### config.mk
export PLATFORM = sky130hd
export DESIGN_NAME = handshake_req_issuer
export DESIGN_NICKNAME = d
export VERILOG_FILES = /design/src/rtl/handshake_req_issuer.sv
export SDC_FILE = /design/constraint.sdc
export NUM_CORES = 1
export LEC_CHECK = 0
export BUFFER_PORTS_ARGS = -buffer_cell sky130_fd_sc_hd__buf_2
export CORE_MARGIN = 2
export CORE_UTILIZATION = 50
export CTS_BUF_LIST = sky130_fd_sc_hd__clkbuf_8
export CTS_CLUSTER_DIAMETER = 40
export CTS_CLUSTER_SIZE = 40
export DETAILED_ROUTE_END_ITERATION = 10
export HOLD_SLACK_MARGIN = 0.15
export PLACE_DENSITY = 0.72
export REMOVE_ABC_BUFFERS = 1
export SLEW_MARGIN = 20
export SYNTH_ARGS = -nofsm -noshare
export SYNTH_HDL_FRONTEND = slang
export SYNTH_SLANG_ARGS = --single-unit
### constraint.sdc
create_clock -name clk -period 2.25 [get_ports clk]
set_input_delay 0.45 -clock clk [delete_from_list [all_inputs] [get_ports clk]]
set_output_delay 0.45 -clock clk [all_outputs]
set_load 0.02 [all_outputs]
### src/rtl/handshake_req_issuer.sv
// handshake_req_issuer
// Strobe-side front end of a four-phase stb/ack crossing handshake.
// Words arrive on a valid/ready stream, wait in a small FIFO, and each
// word is issued as one four-phase transaction:
//   raise stb -> wait ack high -> drop stb -> wait ack low.
// A REQ phase that waits too long for ack is aborted. The word is
// discarded and a sticky timeout_err flag is raised.
//
// Handshake rule for the input stream: a word transfers on every rising
// clk edge where in_valid and in_ready are both high. in_ready depends
// only on registered FIFO state and never on in_valid, so the upstream
// may hold in_valid/in_data until it sees the transfer.
//
// dbg_state exposes the FSM state: 0 = IDLE, 1 = REQ, 2 = RELEASE.

module handshake_req_issuer #(
    parameter int DATA_W         = 32,
    parameter int DEPTH_LOG2     = 2,
    parameter int SYNC_STAGES    = 2,
    parameter int TIMEOUT_CYCLES = 1024,
    parameter int TO_W           = 11
) (
    input  logic              clk,
    input  logic              rst,
    input  logic              in_valid,
    output logic              in_ready,
    input  logic [DATA_W-1:0] in_data,
    output logic              stb,
    input  logic              ack,
    output logic [DATA_W-1:0] out_data,
    output logic              busy,
    output logic              done,
    output logic              timeout_err,
    input  logic              err_clr,
    output logic [1:0]        dbg_state
);

    localparam int DEPTH = 1 << DEPTH_LOG2;
    localparam bit TO_EN = (TIMEOUT_CYCLES != 0);
    // Last counter value allowed in REQ; the abort fires on this cycle.
    localparam logic [TO_W-1:0] TO_LAST =
        (TIMEOUT_CYCLES == 0) ? '0 : TO_W'(TIMEOUT_CYCLES - 1);

    typedef enum logic [1:0] {
        ST_IDLE    = 2'd0,
        ST_REQ     = 2'd1,
        ST_RELEASE = 2'd2
    } state_t;

    // ------------------------------------------------------------------
    // ack synchronizer
    // ------------------------------------------------------------------
    logic w_ack_s;

    generate
        if (SYNC_STAGES == 0) begin : g_nosync
            assign w_ack_s = ack;
        end else begin : g_sync
            logic [SYNC_STAGES-1:0] r_sync;

            // Shift ack through SYNC_STAGES flops; the last flop is ack_s.
            always_ff @(posedge clk or posedge rst) begin
                if (rst) begin
                    r_sync <= '0;
                end else begin
                    r_sync[0] <= ack;
                    for (int i = 1; i < SYNC_STAGES; i++) begin
                        r_sync[i] <= r_sync[i-1];
                    end
                end
            end

            assign w_ack_s = r_sync[SYNC_STAGES-1];
        end
    endgenerate

    // ------------------------------------------------------------------
    // FIFO
    // ------------------------------------------------------------------
    logic [DATA_W-1:0]   r_mem [DEPTH];
    logic [DEPTH_LOG2:0] r_wr_ptr;
    logic [DEPTH_LOG2:0] r_rd_ptr;
    logic                w_empty;
    logic                w_full;
    logic                w_push;
    logic                w_pop;
    logic [DATA_W-1:0]   w_head;

    // The extra top pointer bit tells a full FIFO from an empty one when
    // the index bits match.
    assign w_empty = (r_wr_ptr == r_rd_ptr);
    assign w_full  = (r_wr_ptr[DEPTH_LOG2] != r_rd_ptr[DEPTH_LOG2]) &&
                     (r_wr_ptr[DEPTH_LOG2-1:0] == r_rd_ptr[DEPTH_LOG2-1:0]);
    assign w_push  = in_valid & ~w_full;
    assign w_head  = r_mem[r_rd_ptr[DEPTH_LOG2-1:0]];

    // Storage array; no reset needed because data is only read when the
    // FIFO is non-empty.
    always_ff @(posedge clk) begin
        if (w_push) begin
            r_mem[r_wr_ptr[DEPTH_LOG2-1:0]] <= in_data;
        end
    end

    // Read/write pointers; push and pop may happen on the same edge.
    always_ff @(posedge clk or posedge rst) begin
        if (rst) begin
            r_wr_ptr <= '0;
            r_rd_ptr <= '0;
        end else begin
            if (w_push) begin
                r_wr_ptr <= r_wr_ptr + 1'b1;
            end
            if (w_pop) begin
                r_rd_ptr <= r_rd_ptr + 1'b1;
            end
        end
    end

    // ------------------------------------------------------------------
    // Transaction FSM
    // ------------------------------------------------------------------
    state_t            r_state;
    logic              r_stb;
    logic              r_done;
    logic              r_err;
    logic              r_aborted;
    logic [TO_W-1:0]   r_to_cnt;
    logic [DATA_W-1:0] r_out_data;
    logic              w_timeout_hit;
    logic              w_abort;

    assign w_timeout_hit = TO_EN && (r_to_cnt == TO_LAST);
    // The word leaves the FIFO when REQ ends, whether acked or aborted.
    assign w_pop   = (r_state == ST_REQ) && (w_ack_s || w_timeout_hit);
    assign w_abort = (r_state == ST_REQ) && !w_ack_s && w_timeout_hit;

    // Four-phase sequencing, timeout abort, done pulse and sticky error.
    always_ff @(posedge clk or posedge rst) begin
        if (rst) begin
            r_state    <= ST_IDLE;
            r_stb      <= 1'b0;
            r_done     <= 1'b0;
            r_err      <= 1'b0;
            r_aborted  <= 1'b0;
            r_to_cnt   <= '0;
            r_out_data <= '0;
        end else begin
            r_done <= 1'b0;
            case (r_state)
                ST_IDLE: begin
                    // A stale ack (e.g. late ack of an aborted word) must
                    // be gone before a new request starts.
                    if (!w_empty && !w_ack_s) begin
                        r_state    <= ST_REQ;
                        r_stb      <= 1'b1;
                        r_to_cnt   <= '0;
                        r_out_data <= w_head;
                    end
                end
                ST_REQ: begin
                    if (w_ack_s) begin
                        r_state <= ST_RELEASE;
                        r_stb   <= 1'b0;
                    end else if (w_timeout_hit) begin
                        r_state   <= ST_RELEASE;
                        r_stb     <= 1'b0;
                        r_aborted <= 1'b1;
                    end else begin
                        r_to_cnt <= r_to_cnt + 1'b1;
                    end
                end
                ST_RELEASE: begin
                    if (!w_ack_s) begin
                        r_state   <= ST_IDLE;
                        r_done    <= ~r_aborted;
                        r_aborted <= 1'b0;
                    end
                end
                default: begin
                    r_state <= ST_IDLE;
                    r_stb   <= 1'b0;
                end
            endcase

            // A new abort outranks a clear arriving on the same cycle.
            if (w_abort) begin
                r_err <= 1'b1;
            end else if (err_clr) begin
                r_err <= 1'b0;
            end
        end
    end

    // ------------------------------------------------------------------
    // Outputs
    // ------------------------------------------------------------------
    assign in_ready    = ~w_full;
    assign stb         = r_stb;
    assign out_data    = r_out_data;
    assign busy        = (r_state != ST_IDLE) | ~w_empty;
    assign done        = r_done;
    assign timeout_err = r_err;
    assign dbg_state   = r_state;

endmodule
==> results.toml, run 1 <==
[clock_tree]
post-cts-setup-buffers = 0
cts_made_buffers = 17
clockRootBuffer = "clkbuf_8"
cts_buffer_depth = 2
cts_tree = "yes"
path_clk_slew_ns = 0.10
clkLatencyLatePin_ns = 0.47
cts.sinks = 185
htree_num_levels = 4

[setup_path]
cp_max_fo = 4
critPathArrivalTime_ns = 1.69
rr_startpoint = "r_rd_ptr[1]"
crit_path_end_kind = "output port"
cp-start-kind = "flop"
cp-startpoint = "r_rd_ptr[1]"
required_ns = 1.80
crit_type = "reg -> out"

[die]
start_util_pct = 50.7
die_w_um = 125
dieArea_mm2 = 0.0156
die_h_um = 125
core_region_area_mm2 = 0.0144
row_count = 44
boundaryPins = 76

[route]
drtIter0Drc = 183
wl_per_cell_um = 19.7
drt_wl_total_um = 12800
post_drt_via_cell_ratio = 5.52
postRouteAntennaNets = 0
drc = 0
via_count = 3577
first_pass_iters = 4

[sta]
final_hold_viol_count = 0
slew_headroom_pct = 38.8
fin_crit_sh_pct = 95.1
tightest_slew_ns = 0.918
clock-skew-final_ns = 0.0183
finalCriticalPeriod_ns = 2.14
rsz0062_at_grt = "false"
setup_violations = 0
fmax_mhz = 468
finalSetupTns_ns = 0
drv_slew = 0

[synthesis]
ys_warn_count = 0
synthArstFlopShare_pct = 30.8
yosysMostFrequentCell = "edfxtp_1"
synth_top_area_cell = "edfxtp_1"
synth_top_family_by_area = "multiplexers"
synth_top_cell_area_share_pct = 52.8
yosys_register_bits = 185
muxShareOfSynthArea_pct = 16.6
synth_adder_area_share_pct = 1.03
synth_edf_count = 128
synth-seq-area-share_pct = 72.3
syn_avg_cell_area_um2 = 20.2
synth_area_mm2 = 0.00728
ys_types = 50
synthXorXnorAreaFrac_pct = 1.48
yosys.area_share.simple_pct = 3.57
syn_inst = 361
synth-main-ff-cell = "edfxtp_1"
yosys-top-cells-count = "edfxtp_1, dfrtp_1, mux4_2"
synth_compound_area_share_pct = 3.30
synthTopCellsByArea = "edfxtp_1, dfrtp_1, mux4_2"

[power]
irDropWorstVdd_mv = 0.746
p_per_area_mw_per_mm2 = 1350
power.leakage_nw = 3.13

[layout]
final-instance-count-excl-fill = 648
fin_nets = 494
drive_gt1_share_pct = 42.2
syn_to_final_growth_pct = 14.4
diodes = 0
nFillCells = 1076

[placement]
hpwl_um = 7670
io_buffers = 75
gp_congestion = 0.774
place_inst = 613

[global_routing]
antenna_found_initial = 1
grt_max_degree = 58
gr-usage-all-layers_pct = 17.6
grt_pass1_vias = 3815
grt_pass1_wl_um = 20600
overflow = 0

[run]
maxCapViolCount = 0

[min_path]
hp-start = "in_data[13]"
hold_path.class = "in -> reg"

[status]
status = "completed"
[metrics by stage]
stage | area (µm²) | total power [mW] | setup slack, ns | utilization (%) | hold slack (ns)
after global placement | 7890 | 9.05 | 0.177 | 54.9 | 0.344
final | 8330 | 11.3 | 0.111 | 58.0 | 0.196
after detailed placement | 7890 | 9.15 | 0.0977 | 54.9 | 0.352
after global routing | 8330 | 11.9 | 0.00572 | 58.0 | 0.151
after floorplan | 7190 | 7.97 | -1.78 | - | 0.331
after CTS | 8320 | 11.4 | 0.00565 | 57.9 | 0.164
[metal layers]
| metal | wire, µm | track usage [%] |
|---|---|---|
| met3 | 634 | 6.14 |
| met5 | 13 | 0 |
| met4 | 156 | 5.16 |
| met2 | 6370 | 28.4 |
| met1 | 5580 | 22.8 |
[state kept, by name (all words and copies together), names as in the netlist]
register,cells
r_aborted,1
r_to_cnt,11
stb,1
g_sync.r_sync,2
r_mem,128
dbg_state,2
r_rd_ptr,3
out_data,32
timeout_err,1
r_wr_ptr,3
done,1
[worst paths after layout]
kind	endpoint	slack, ns	cells after the start
max	in_ready	0.11	3
min	r_mem[2][13]	0.20	1
max reg2reg	r_mem[0][2]	0.12	3
min reg2reg	g_sync.r_sync[1]	0.37	0
max in group asynchronous	r_wr_ptr[0]	1.35	4
min in group asynchronous	out_data[13]	0.58	4
[critical path, cell delays in order (launching register included)]
cell and delay, ns:
dfrtp_2 0.45, xor2_4 0.21, or3_1 0.40, buf_2 0.17
[cell usage in the layout, fill, tap and decap left out, types with 2 or more instances in the layout]
master,Yosys,routed
a21boi_0,2,2
buf_2,3,75
a21o_1,2,2
a2bb2oi_1,2,2
dlygate4sd3_1,0,3
nor4_1,4,4
mux2_4,29,29
and2_2,0,4
buf_4,1,5
nor3_1,4,4
clkbuf_8,0,18
mux4_2,32,32
ha_1,6,6
bufinv_16,0,2
clkinvlp_4,0,2
edfxtp_1,128,128
xor2_1,4,4
o21a_1,2,2
nor3b_1,2,2
inv_6,0,3
xor2_4,2,2
inv_8,0,3
mux2_2,4,4
dfrtp_2,0,4
nor2_1,2,2
buf_12,0,2
inv_1,7,7
nand3_1,3,3
inv_2,1,2
o21ai_0,6,6
dfrtp_1,57,53
nand4_1,3,3
clkinv_4,0,2
o22a_1,4,4
nand2_1,13,13
xnor2_1,2,2
[repair_timing]
action                                  CTS  global route
hold endpoints to repair                 59             0
endpoints found under the setup margin    0             8
hold buffers                              3             0
gates resized for setup                   0             3
[area by class of cell]
cell class                 instances  area [µm²]  area share (%)
clock buffer                      18         248            2.97
tap                              184         230            2.76
inverter                           8        30.0           0.360
clock inverter                    14         160            1.92
multi-input combinational        154        1910            22.9
timing repair buffer              85         483            5.80
sequential                       185        5280            63.3
[where the power goes]
group,internal (mW),switching (mW),total (mW)
Combinational,1.87,2.01,3.88
Sequential,4.67,0.486,5.16
Clock,1.04,1.21,2.25
Total,7.58,3.70,11.3
[cell families after synthesis]
kind of cell | Yosys count
AOI/OAI and AO/OA | 30
and+or+nand+nor | 44
muxes | 66
adders and majority gates | 6
xor gates and xnor gates | 8
buffers and inverters | 22
DFF | 185
(Power assumes the default switching activity.)
==> run 2, diff against run 1 <==
- BUFFER_PORTS_ARGS: -buffer_cell sky130_fd_sc_hd__buf_2 -> not set
- CORE_UTILIZATION: 50 -> 45
- DONT_BUFFER_PORTS: not set -> 1
- PLACE_DENSITY: 0.72 -> not set
==> run 2 against run 1 <==
Effect of this change: clock power decreased by 6%; critical endpoint is now busy; critical path type unchanged; first-iteration DRC count decreased by 22%; power decreased by 3.9%; sequential share of layout area increased by 0.17 points; cell area decreased by 0.32%; sequential power increased by 8.3%; routed wire length decreased by 1.2%.
==> results.toml, run 2 (same netlist as run 1, synthesis figures left out) <==
[setup_path]
crit_buf_inv = 0
required_ns = 1.80
r2r_end = "r_mem[2][1]"
worstRegToRegCells = 3
cp_max_fo = 4
rr_startpoint = "r_wr_ptr[1]"
crit_type = "reg -> out"
crit_path_end_kind = "output port"
critPathMaxStageDelay_ns = 0.47
crit_chain = "xor2_4 -> nor3_2 -> nand3_2"
ff2ff_setup_slack_ns = 0.15
cp-start-kind = "flop"
cp_top_family = "simple AND/OR/NAND/NOR gates"
critPathArrivalTime_ns = 1.66
critPathSlowestCell = "dfrtp_1"

[layout]
syn_to_final_growth_pct = 14.0
multi_input_area_mm2 = 0.00191
nFillCells = 1268
drive_gt1_share_pct = 28.1
fin_nets = 454
final_common_cell = "edfxtp_1"
design_area_mm2 = 0.00831
seqCellArea_mm2 = 0.00527
largest_reg_flops = 128
final_cell_mix = "edfxtp_1, dfrtp_1, dlygate4sd3_1, mux4_2, mux2_4"
diodes = 0

[clock_tree]
cts.sinks = 185
clkLatencyLatePin_ns = 0.45
cts_tree = "yes"
clockRootBuffer = "clkbuf_8"
cts_made_buffers = 17
cts_buffer_depth = 2
htree_num_levels = 4
path_clk_slew_ns = 0.09

[die]
dieArea_mm2 = 0.0172
core_region_area_mm2 = 0.0158
start_util_pct = 46.0
boundaryPins = 76
row_count = 46
die_h_um = 131
die_w_um = 131

[route]
drt_wl_total_um = 12600
wl_per_cell_um = 19.7
postRouteAntennaNets = 0
via_count = 3376
drtIter0Drc = 142
post_drt_via_cell_ratio = 5.28
drc = 0
first_pass_iters = 6

[power]
power.switching_mw = 3.50
p_per_area_mw_per_mm2 = 1310
power.leakage_nw = 2.99
power_mw = 10.9
p_clk_share_pct = 19.4
p_int_mw = 7.35
p_comb_share_pct = 29.1
power_switching_share_pct = 32.3
irDropWorstVdd_mv = 0.684
p_seq_share_pct = 51.5

[sta]
slew_headroom_pct = 41.0
fin_crit_sh_pct = 93.6
finalCriticalPeriod_ns = 2.11
finalSetupTns_ns = 0
fmax_mhz = 475
setup_violations = 0
clock-skew-final_ns = 0.0107
final_hold_viol_count = 0
drv_slew = 0
tightest_slew_ns = 0.885
rsz0062_at_grt = "true"

[placement]
hpwl_um = 7530
gp_congestion = 0.720
placedInstanceArea_mm2 = 0.00757
io_buffers = 0

[global_routing]
overflow = 0
grt_max_degree = 35
antenna_found_initial = 0
gr-usage-all-layers_pct = 16.0
grt_pass1_wl_um = 20700
grt_pass1_vias = 3703

[run]
maxCapViolCount = 0

[min_path]
hold_depth = 0
whs_endpoint = "g_sync.r_sync[1]"
hold_path.class = "reg -> reg"
hp-start = "g_sync.r_sync[0]"

[status]
status = "completed"
## run 2: cell count changes in the layout (fill, tap and decap cells not counted), moves of 2 or more
cell / previous run / this run
clkinvlp_4: 2 / 0
buf_2: 75 / 0
dfrtp_1: 53 / 55
buf_4: 5 / 8
dfrtp_2: 4 / 2
clkinv_2: 0 / 3
inv_6: 3 / 0
inv_8: 3 / 0
dlygate4sd3_1: 3 / 35
inv_1: 7 / 11
## run 2: how the worst max path moves through the flow
| stage | start | endpoint | depth (start not counted) |
|---|---|---|---|
| after floorplan | r_rd_ptr[0] | out_data[10] | 4 |
| after global placement | r_wr_ptr[1] | r_mem[2][0] | 3 |
| after detailed placement | r_wr_ptr[1] | r_mem[0][13] | 3 |
| after CTS | r_wr_ptr[1] | busy | 3 |
| after global routing | r_wr_ptr[0] | r_mem[2][1] | 3 |
| final | r_wr_ptr[1] | busy | 3 |
## run 2: stage by stage
step | setup slack (ns) | utilization, % | hold slack [ns] | std cells
floorplan | -1.78 | - | 0.331 | 347
finish | 0.144 | 52.5 | 0.362 | 640
global route | -0.0382 | 52.5 | 0.372 | 640
detailed placement | 0.0940 | 47.8 | 0.349 | 573
global placement | 0.153 | 47.8 | 0.340 | 573
CTS | 0.0457 | 52.4 | 0.365 | 640
## run 2: timing repair
item / in CTS / in global routing
setup endpoints to repair: 0 / 97
hold buffers: 35 / 0
gates resized for setup: 0 / 2
hold endpoints to repair: 187 / 0
setup buffers: 0 / 0
## run 2: layout make-up
type	count	share of cell area, %
inverters	8	0.362
flip-flops and latches	185	63.5
multi-input cells	154	22.9
clock inverters	13	1.39
clock buffers	19	3.15
well taps	216	3.25
repair buffers	45	5.42
## run 2: power by group through the flow
stage	registers (mW)	logic (mW)	clock network [mW]
after CTS	5.62	3.24	2.18
after detailed placement	5.69	3.15	0
after floorplan	5.70	2.27	0
final	5.59	3.16	2.11
after global placement	5.65	3.11	0
after global routing	5.70	3.46	2.32
## run 2: routing by layer
layer  GRT usage (%)  vias up  wire length [µm]
met1            20.1     1756              5340
met4            6.70        0               213
met5               0        -                 0
met2            25.9       71              6320
li1                -     1532                 -
met3            5.05       17               718
